### config.mk
export PLATFORM = sky130hd
export DESIGN_NAME = branch_predictor
export DESIGN_NICKNAME = d
export VERILOG_FILES = /design/src/rtl/branch_predictor.sv
export SDC_FILE = /design/constraint.sdc
export NUM_CORES = 2
export LEC_CHECK = 0
export CORE_ASPECT_RATIO = 1.2
export CORE_MARGIN = 4
export CORE_UTILIZATION = 50
export DETAILED_ROUTE_END_ITERATION = 7
export DONT_BUFFER_PORTS = 1
export GPL_TIMING_DRIVEN = 1
export PLACE_DENSITY_LB_ADDON = 0.1
export SYNTH_ARGS = -nofsm -noshare
export SYNTH_HDL_FRONTEND = slang
export SYNTH_SLANG_ARGS = --single-unit
### constraint.sdc
create_clock -name clk -period 7.15 [get_ports clk]
set_input_delay 1.43 -clock clk [delete_from_list [all_inputs] [get_ports clk]]
set_output_delay 1.43 -clock clk [all_outputs]
set_load 0.005 [all_outputs]
### src/rtl/branch_predictor.sv
// Branch predictor for the fetch stage: a direct-mapped BTB and a BHT of
// 2-bit saturating counters. The BHT is indexed by PC (bimodal) or by PC
// XOR global history (gshare). The prediction is purely combinational.
// Updates from EX are written at the clock edge, so they become visible
// on the following cycle.
module branch_predictor #(
  parameter int XLEN     = 32,
  parameter int ENTRIES  = 32,
  parameter int MODE     = 0,
  parameter int GHR_BITS = 5,
  localparam int IDX     = $clog2(ENTRIES)
) (
  input  logic            clk,
  input  logic            reset,
  input  logic [XLEN-1:0] if_pc,
  output logic            pred_taken,
  output logic [XLEN-1:0] pred_target,
  output logic [IDX-1:0]  pred_bht_idx,
  input  logic            upd_valid,
  input  logic [XLEN-1:0] upd_pc,
  input  logic [IDX-1:0]  upd_bht_idx,
  input  logic            upd_is_branch,
  input  logic            upd_taken,
  input  logic [XLEN-1:0] upd_target,
  input  logic            upd_mispredict,
  output logic [31:0]     mispredict_count
);

  localparam int TAGW = XLEN - IDX - 2;

  logic [ENTRIES-1:0] btb_valid;
  logic [TAGW-1:0]    btb_tag    [ENTRIES];
  logic [XLEN-1:0]    btb_target [ENTRIES];
  logic [1:0]         bht        [ENTRIES];
  logic [GHR_BITS-1:0] ghr;

  logic [IDX-1:0]  fetch_idx;
  logic [TAGW-1:0] fetch_tag;
  logic [IDX-1:0]  ghr_ext;
  logic [IDX-1:0]  bht_idx;
  logic            hit;
  logic [1:0]      fetch_ctr;

  logic [IDX-1:0]  upd_idx;
  logic [TAGW-1:0] upd_tag;
  logic [1:0]      upd_ctr_next;
  logic [GHR_BITS:0] ghr_shift;

  // The low two PC bits of a resolved instruction never select anything.
  logic unused_upd_pc_bits;
  assign unused_upd_pc_bits = ^upd_pc[1:0];

  assign fetch_idx = if_pc[IDX+1:2];
  assign fetch_tag = if_pc[XLEN-1:IDX+2];
  assign upd_idx   = upd_pc[IDX+1:2];
  assign upd_tag   = upd_pc[XLEN-1:IDX+2];
  assign ghr_shift = {ghr, upd_taken};

  // Zero-extend the global history to the index width.
  always_comb begin
    ghr_ext = '0;
    ghr_ext[GHR_BITS-1:0] = ghr;
  end

  // Fetch-side lookup, reading only registered state (no path from upd_*).
  always_comb begin
    bht_idx      = (MODE == 1) ? (fetch_idx ^ ghr_ext) : fetch_idx;
    hit          = btb_valid[fetch_idx] && (btb_tag[fetch_idx] == fetch_tag);
    fetch_ctr    = bht[bht_idx];
    pred_taken   = hit && fetch_ctr[1];
    pred_target  = pred_taken ? btb_target[fetch_idx] : (if_pc + XLEN'(4));
    pred_bht_idx = bht_idx;
  end

  // Next counter value: jumps force strongly-taken, branches step and saturate.
  always_comb begin
    upd_ctr_next = bht[upd_bht_idx];
    if (!upd_is_branch) begin
      upd_ctr_next = 2'b11;
    end else if (upd_taken) begin
      if (bht[upd_bht_idx] != 2'b11) upd_ctr_next = bht[upd_bht_idx] + 2'd1;
    end else begin
      if (bht[upd_bht_idx] != 2'b00) upd_ctr_next = bht[upd_bht_idx] - 2'd1;
    end
  end

  // BTB valid bits; a taken resolution allocates, overwriting any alias.
  always_ff @(posedge clk or posedge reset) begin
    if (reset) begin
      btb_valid <= '0;
    end else if (upd_valid && upd_taken) begin
      btb_valid[upd_idx] <= 1'b1;
    end
  end

  // BTB payload needs no reset; the valid bits qualify it.
  always_ff @(posedge clk) begin
    if (upd_valid && upd_taken && !reset) begin
      btb_tag[upd_idx]    <= upd_tag;
      btb_target[upd_idx] <= upd_target;
    end
  end

  // BHT counters start weakly not-taken.
  always_ff @(posedge clk or posedge reset) begin
    if (reset) begin
      for (int i = 0; i < ENTRIES; i++) bht[i] <= 2'b01;
    end else if (upd_valid) begin
      bht[upd_bht_idx] <= upd_ctr_next;
    end
  end

  // Non-speculative global history, shifted by conditional branches only.
  always_ff @(posedge clk or posedge reset) begin
    if (reset) begin
      ghr <= '0;
    end else if (upd_valid && upd_is_branch) begin
      ghr <= ghr_shift[GHR_BITS-1:0];
    end
  end

  // Saturating mispredict counter.
  always_ff @(posedge clk or posedge reset) begin
    if (reset) begin
      mispredict_count <= '0;
    end else if (upd_valid && upd_mispredict && (mispredict_count != 32'hFFFF_FFFF)) begin
      mispredict_count <= mispredict_count + 32'd1;
    end
  end

endmodule

==> impl_results.html <==
<table>
<tr><th>Metric</th><th>Value</th></tr>
<tr><th colspan="2">Clock tree</th></tr>
<tr><td>Root buffer cell</td><td>sky130_fd_sc_hd__clkbuf_16</td></tr>
<tr><td>Total number of clock tree sinks</td><td>1,952</td></tr>
<tr><td>Maximum clock insertion buffer count</td><td>3</td></tr>
<tr><td>CTS tree</td><td>done</td></tr>
<tr><td>CTS Hold Bufs</td><td>0</td></tr>
<tr><td>Number of buffers added by the clock tree synthesis step</td><td>191</td></tr>
<tr><td>Clock slew at reported path FFs</td><td>0.06 ns</td></tr>
<tr><td>Depth of the CTS H-tree</td><td>4</td></tr>
<tr><td>Clock latency reported for the late side of the worst-skew pair</td><td>0.83 ns</td></tr>
<tr><th colspan="2">Placement</th></tr>
<tr><td>Port Buffer Count</td><td>0</td></tr>
<tr><td>Worst-case setup slack after placement</td><td>0.553 ns</td></tr>
<tr><td>Placed inst area</td><td>79,700 µm²</td></tr>
<tr><td>GPL Wtd Cong</td><td>0.824</td></tr>
<tr><td>Half-perimeter wire length of the detailed placement result</td><td>104,000 µm</td></tr>
<tr><th colspan="2">STA</th></tr>
<tr><td>Max frequency</td><td>142 MHz</td></tr>
<tr><td>Relative slew margins</td><td>0.0987</td></tr>
<tr><td>Worst Slack Setup Final</td><td>0.122 ns</td></tr>
<tr><td>Crit path time final</td><td>7.03 ns</td></tr>
<tr><td>Worst-case hold slack</td><td>0.476 ns</td></tr>
<tr><td>Finish-stage setup viols</td><td>0</td></tr>
<tr><td>Final slew viol count</td><td>0</td></tr>
<tr><td>Transition time at the pin with the least slew margin</td><td>1.34 ns</td></tr>
<tr><td>Setup_tns</td><td>0 ns</td></tr>
<tr><td>Period Utilization, post-route</td><td>0.983</td></tr>
<tr><td>Clock skew after layout</td><td>0.0198 ns</td></tr>
<tr><td>Final Hold Fails</td><td>0</td></tr>
<tr><th colspan="2">Synth</th></tr>
<tr><td>Post-synthesis cell area</td><td>76,900 µm²</td></tr>
<tr><td>Most common flop cell mapped by yosys</td><td>sky130_fd_sc_hd__edfxtp_1</td></tr>
<tr><td>Cell count after synthesis</td><td>3,504</td></tr>
<tr><td>Register area share after synthesis</td><td>0.755</td></tr>
<tr><td>Synth cell types</td><td>70</td></tr>
<tr><td>Syn_nets</td><td>3,613</td></tr>
<tr><td>Yosys synthesis warning count</td><td>0</td></tr>
<tr><td>Number of enable flip-flop cells after synthesis</td><td>1,824</td></tr>
<tr><td>Ys async rst share</td><td>0.0656</td></tr>
<tr><td>Number of storage elements in the synthesis netlist</td><td>1,952</td></tr>
<tr><td>Synthesized area per cell</td><td>21.9 µm²</td></tr>
<tr><th colspan="2">Hold path</th></tr>
<tr><td>Launch point of the worst hold path</td><td>btb_valid[8]</td></tr>
<tr><td>Worst min-delay path endpoint</td><td>btb_valid[8]</td></tr>
<tr><td>Worst min-delay path category</td><td>reg2reg</td></tr>
<tr><td>Worst hold path depth</td><td>1</td></tr>
<tr><th colspan="2">Drt</th></tr>
<tr><td>Residual DRC count</td><td>0</td></tr>
<tr><td>DRT Wirelength</td><td>208,000 µm</td></tr>
<tr><td>Pre-antenna DRT Iters</td><td>5</td></tr>
<tr><td>Post-DR vias/cell</td><td>6.47</td></tr>
<tr><td>Iteration-0 DRC count of the detailed router</td><td>4,348</td></tr>
<tr><td>Post-detailed-route count of antenna-violating nets</td><td>0</td></tr>
<tr><td>Routed vias</td><td>37,500</td></tr>
<tr><td>WL per Instance</td><td>36.0 µm</td></tr>
<tr><th colspan="2">Final layout</th></tr>
<tr><td>Final layout net count</td><td>3,760</td></tr>
<tr><td>Layout fillers</td><td>11,100</td></tr>
<tr><td>Area taken by multi-input logic gates</td><td>18,000 µm²</td></tr>
<tr><td>Fin area</td><td>86,500 µm²</td></tr>
<tr><td>Layout cell share with drive strength beyond 1</td><td>0.281</td></tr>
<tr><td>FF+latch area</td><td>58,000 µm²</td></tr>
<tr><td>Layout area overhead</td><td>12.5%</td></tr>
<tr><td>Utilization after layout</td><td>0.567</td></tr>
<tr><th colspan="2">Floorplanning</th></tr>
<tr><td>CORE AREA</td><td>153,000 µm²</td></tr>
<tr><td># rows</td><td>157</td></tr>
<tr><td>Chip width</td><td>366 µm</td></tr>
<tr><td>Height of the die</td><td>437 µm</td></tr>
<tr><td>Die outline area</td><td>160,000 µm²</td></tr>
<tr><td>I/O pin count</td><td>177</td></tr>
<tr><td>Starting utilization of the core area</td><td>0.504</td></tr>
<tr><th colspan="2">Global route</th></tr>
<tr><td>Vias in the first global route</td><td>38,300</td></tr>
<tr><td>Global-route usage over all layers</td><td>0.257</td></tr>
<tr><td>Pin count of the biggest net entering global routing</td><td>463</td></tr>
<tr><td>Routing usage on met1</td><td>0.359</td></tr>
<tr><td>Number of antenna violations at the first check in global routing</td><td>5</td></tr>
<tr><td>First-pass GRT wire length</td><td>290,000 µm</td></tr>
<tr><td>Overall overflow remaining after global route</td><td>0</td></tr>
<tr><td>Global routing met3 resource utilization</td><td>0.0571</td></tr>
<tr><td>Layer with the highest usage</td><td>met2</td></tr>
<tr><td>Met2 Usage GRT</td><td>0.415</td></tr>
<tr><th colspan="2">Critical path</th></tr>
<tr><td>Critical path startpoint category</td><td>input pin</td></tr>
<tr><td>Number of cells traversed by the worst register-to-register path</td><td>9</td></tr>
<tr><td>Critical path fanouts, max</td><td>428</td></tr>
<tr><td>Endpoint of the worst-slack reg-to-reg timing path</td><td>mispredict_count[25]</td></tr>
<tr><td>Worst EP arrival</td><td>5.60 ns</td></tr>
<tr><td>Required time reported for the critical path endpoint</td><td>5.72 ns</td></tr>
<tr><td>Register-to-Register Setup Slack</td><td>4.27 ns</td></tr>
<tr><td>Sort of element at the end of the critical path</td><td>output port</td></tr>
<tr><td>Type of the worst setup path</td><td>in2out</td></tr>
<tr><td>Worst r2r src</td><td>mispredict_count[23]</td></tr>
<tr><th colspan="2">Pwr</th></tr>
<tr><td>Cell area power density</td><td>278 nW/µm²</td></tr>
<tr><td>Worst ir drop on vdd</td><td>0.000243 V</td></tr>
<tr><td>Leakage Power</td><td>0.0276 µW</td></tr>
<tr><th colspan="2">Run</th></tr>
<tr><td># Max-Cap Violations</td><td>0</td></tr>
<tr><th colspan="2">Status</th></tr>
<tr><td>Result of the run</td><td>complete, no violations</td></tr>
</table>
area by class of cell:
class                      instances  share of cell area
sequential                      1952               0.671
clock inverter                   109              0.0139
tap                             1987              0.0287
inverter                           7            0.000362
multi-input combinational       1355               0.208
timing repair buffer             144              0.0197
antenna                            1           0.0000289
clock buffer                     232              0.0582
worst max-delay path by stage:
stage / cells past startpoint / to / slack, ns / start
after floorplan: 3 / btb_tag[13][0] / 0.90 / reset
after global placement: 12 / pred_target[7] / 0.52 / if_pc[2]
after detailed placement: 12 / pred_target[7] / 0.55 / if_pc[2]
after CTS: 12 / pred_target[7] / 0.51 / if_pc[2]
after global routing: 17 / pred_target[7] / -0.02 / if_pc[2]
final: 13 / pred_target[7] / 0.12 / if_pc[3]
kinds of logic after synthesis:
group / share of synthesized area
AOI/OAI and AO/OA: 0.0226
adders and majority gates: 0.000326
DFF: 0.755
buffers and inverters: 0.0142
and+or+nand+nor: 0.0223
xor gates and xnor gates: 0.00707
muxes: 0.179
synth_stat cells, types with 23 or more instances:
master | count | area, µm²
sky130_fd_sc_hd__a21oi_1 | 25 | 125
sky130_fd_sc_hd__clkbuf_1 | 85 | 319
sky130_fd_sc_hd__o221ai_1 | 23 | 201
sky130_fd_sc_hd__nand3_1 | 33 | 165
sky130_fd_sc_hd__dfstp_2 | 32 | 841
sky130_fd_sc_hd__mux2i_1 | 168 | 1680
sky130_fd_sc_hd__o21bai_1 | 34 | 255
sky130_fd_sc_hd__nand2_1 | 63 | 236
sky130_fd_sc_hd__o22ai_1 | 25 | 156
sky130_fd_sc_hd__buf_2 | 52 | 260
sky130_fd_sc_hd__dfrtp_1 | 96 | 2400
sky130_fd_sc_hd__mux4_2 | 495 | 11100
sky130_fd_sc_hd__edfxtp_1 | 1824 | 54800
sky130_fd_sc_hd__xnor2_1 | 40 | 350
sky130_fd_sc_hd__mux2_2 | 69 | 777
sky130_fd_sc_hd__nor2_1 | 91 | 342
sky130_fd_sc_hd__a22o_1 | 24 | 210
power breakdown:
group | leakage [µW] | internal, µW | switching [µW]
registers | 0.0180 | 12700 | 121
logic | 0.00662 | 623 | 521
clock network | 0.00304 | 5860 | 4230
sequential cells by signal, summed over array words and instances (netlist names):
register	cells
bht	64
btb_tag	800
btb_target	1024
btb_valid	32
mispredict_count	32
timing repair:
item	4_1_cts	5_1_grt
buffers inserted	0	11
setup endpoints to repair	0	33
resized for setup	0	4
layer usage:
layer	vias up	share of wire
met5	-	0.00026
met4	2	0.025
met3	291	0.084
met2	1600	0.49
met1	20500	0.40
li1	15100	-
critical path, cell delays in order:
cell	delay (ns)
sky130_fd_sc_hd__mux4_2	0.91
sky130_fd_sc_hd__mux2i_1	0.24
sky130_fd_sc_hd__a2bb2oi_1	0.12
sky130_fd_sc_hd__and3b_1	0.21
sky130_fd_sc_hd__nor4b_1	0.32
sky130_fd_sc_hd__buf_4	0.20
sky130_fd_sc_hd__nand4_1	0.22
sky130_fd_sc_hd__nor4_4	0.40
sky130_fd_sc_hd__buf_12	0.22
sky130_fd_sc_hd__mux2i_1	0.11
sky130_fd_sc_hd__a211oi_2	0.24
sky130_fd_sc_hd__buf_4	0.23
sky130_fd_sc_hd__buf_4	0.14
layout by cell type (no fill, tap or decap), types with 33 or more instances in the layout:
cell type | Yosys | final
sky130_fd_sc_hd__nor2_1 | 91 | 58
sky130_fd_sc_hd__edfxtp_1 | 1824 | 1824
sky130_fd_sc_hd__mux4_2 | 495 | 495
sky130_fd_sc_hd__clkbuf_16 | 0 | 207
sky130_fd_sc_hd__dfrtp_1 | 96 | 96
sky130_fd_sc_hd__xnor2_1 | 40 | 40
sky130_fd_sc_hd__o21bai_1 | 34 | 34
sky130_fd_sc_hd__buf_4 | 21 | 100
sky130_fd_sc_hd__clkinv_1 | 0 | 43
sky130_fd_sc_hd__mux2_2 | 69 | 69
sky130_fd_sc_hd__nor2_4 | 0 | 33
sky130_fd_sc_hd__nand2_1 | 63 | 63
sky130_fd_sc_hd__nand3_1 | 33 | 33
sky130_fd_sc_hd__clkbuf_1 | 85 | 35
sky130_fd_sc_hd__mux2i_1 | 168 | 168
metrics by stage:
step	instances	power, µW
3_5_place_dp	5418	14100
2_1_floorplan	3504	13900
5_1_grt	5786	24800
4_1_cts	5759	24100
6_report	5787	24100
3_3_place_gp	5418	14100
No activity file was read; power rests on OpenSTA's default activity.
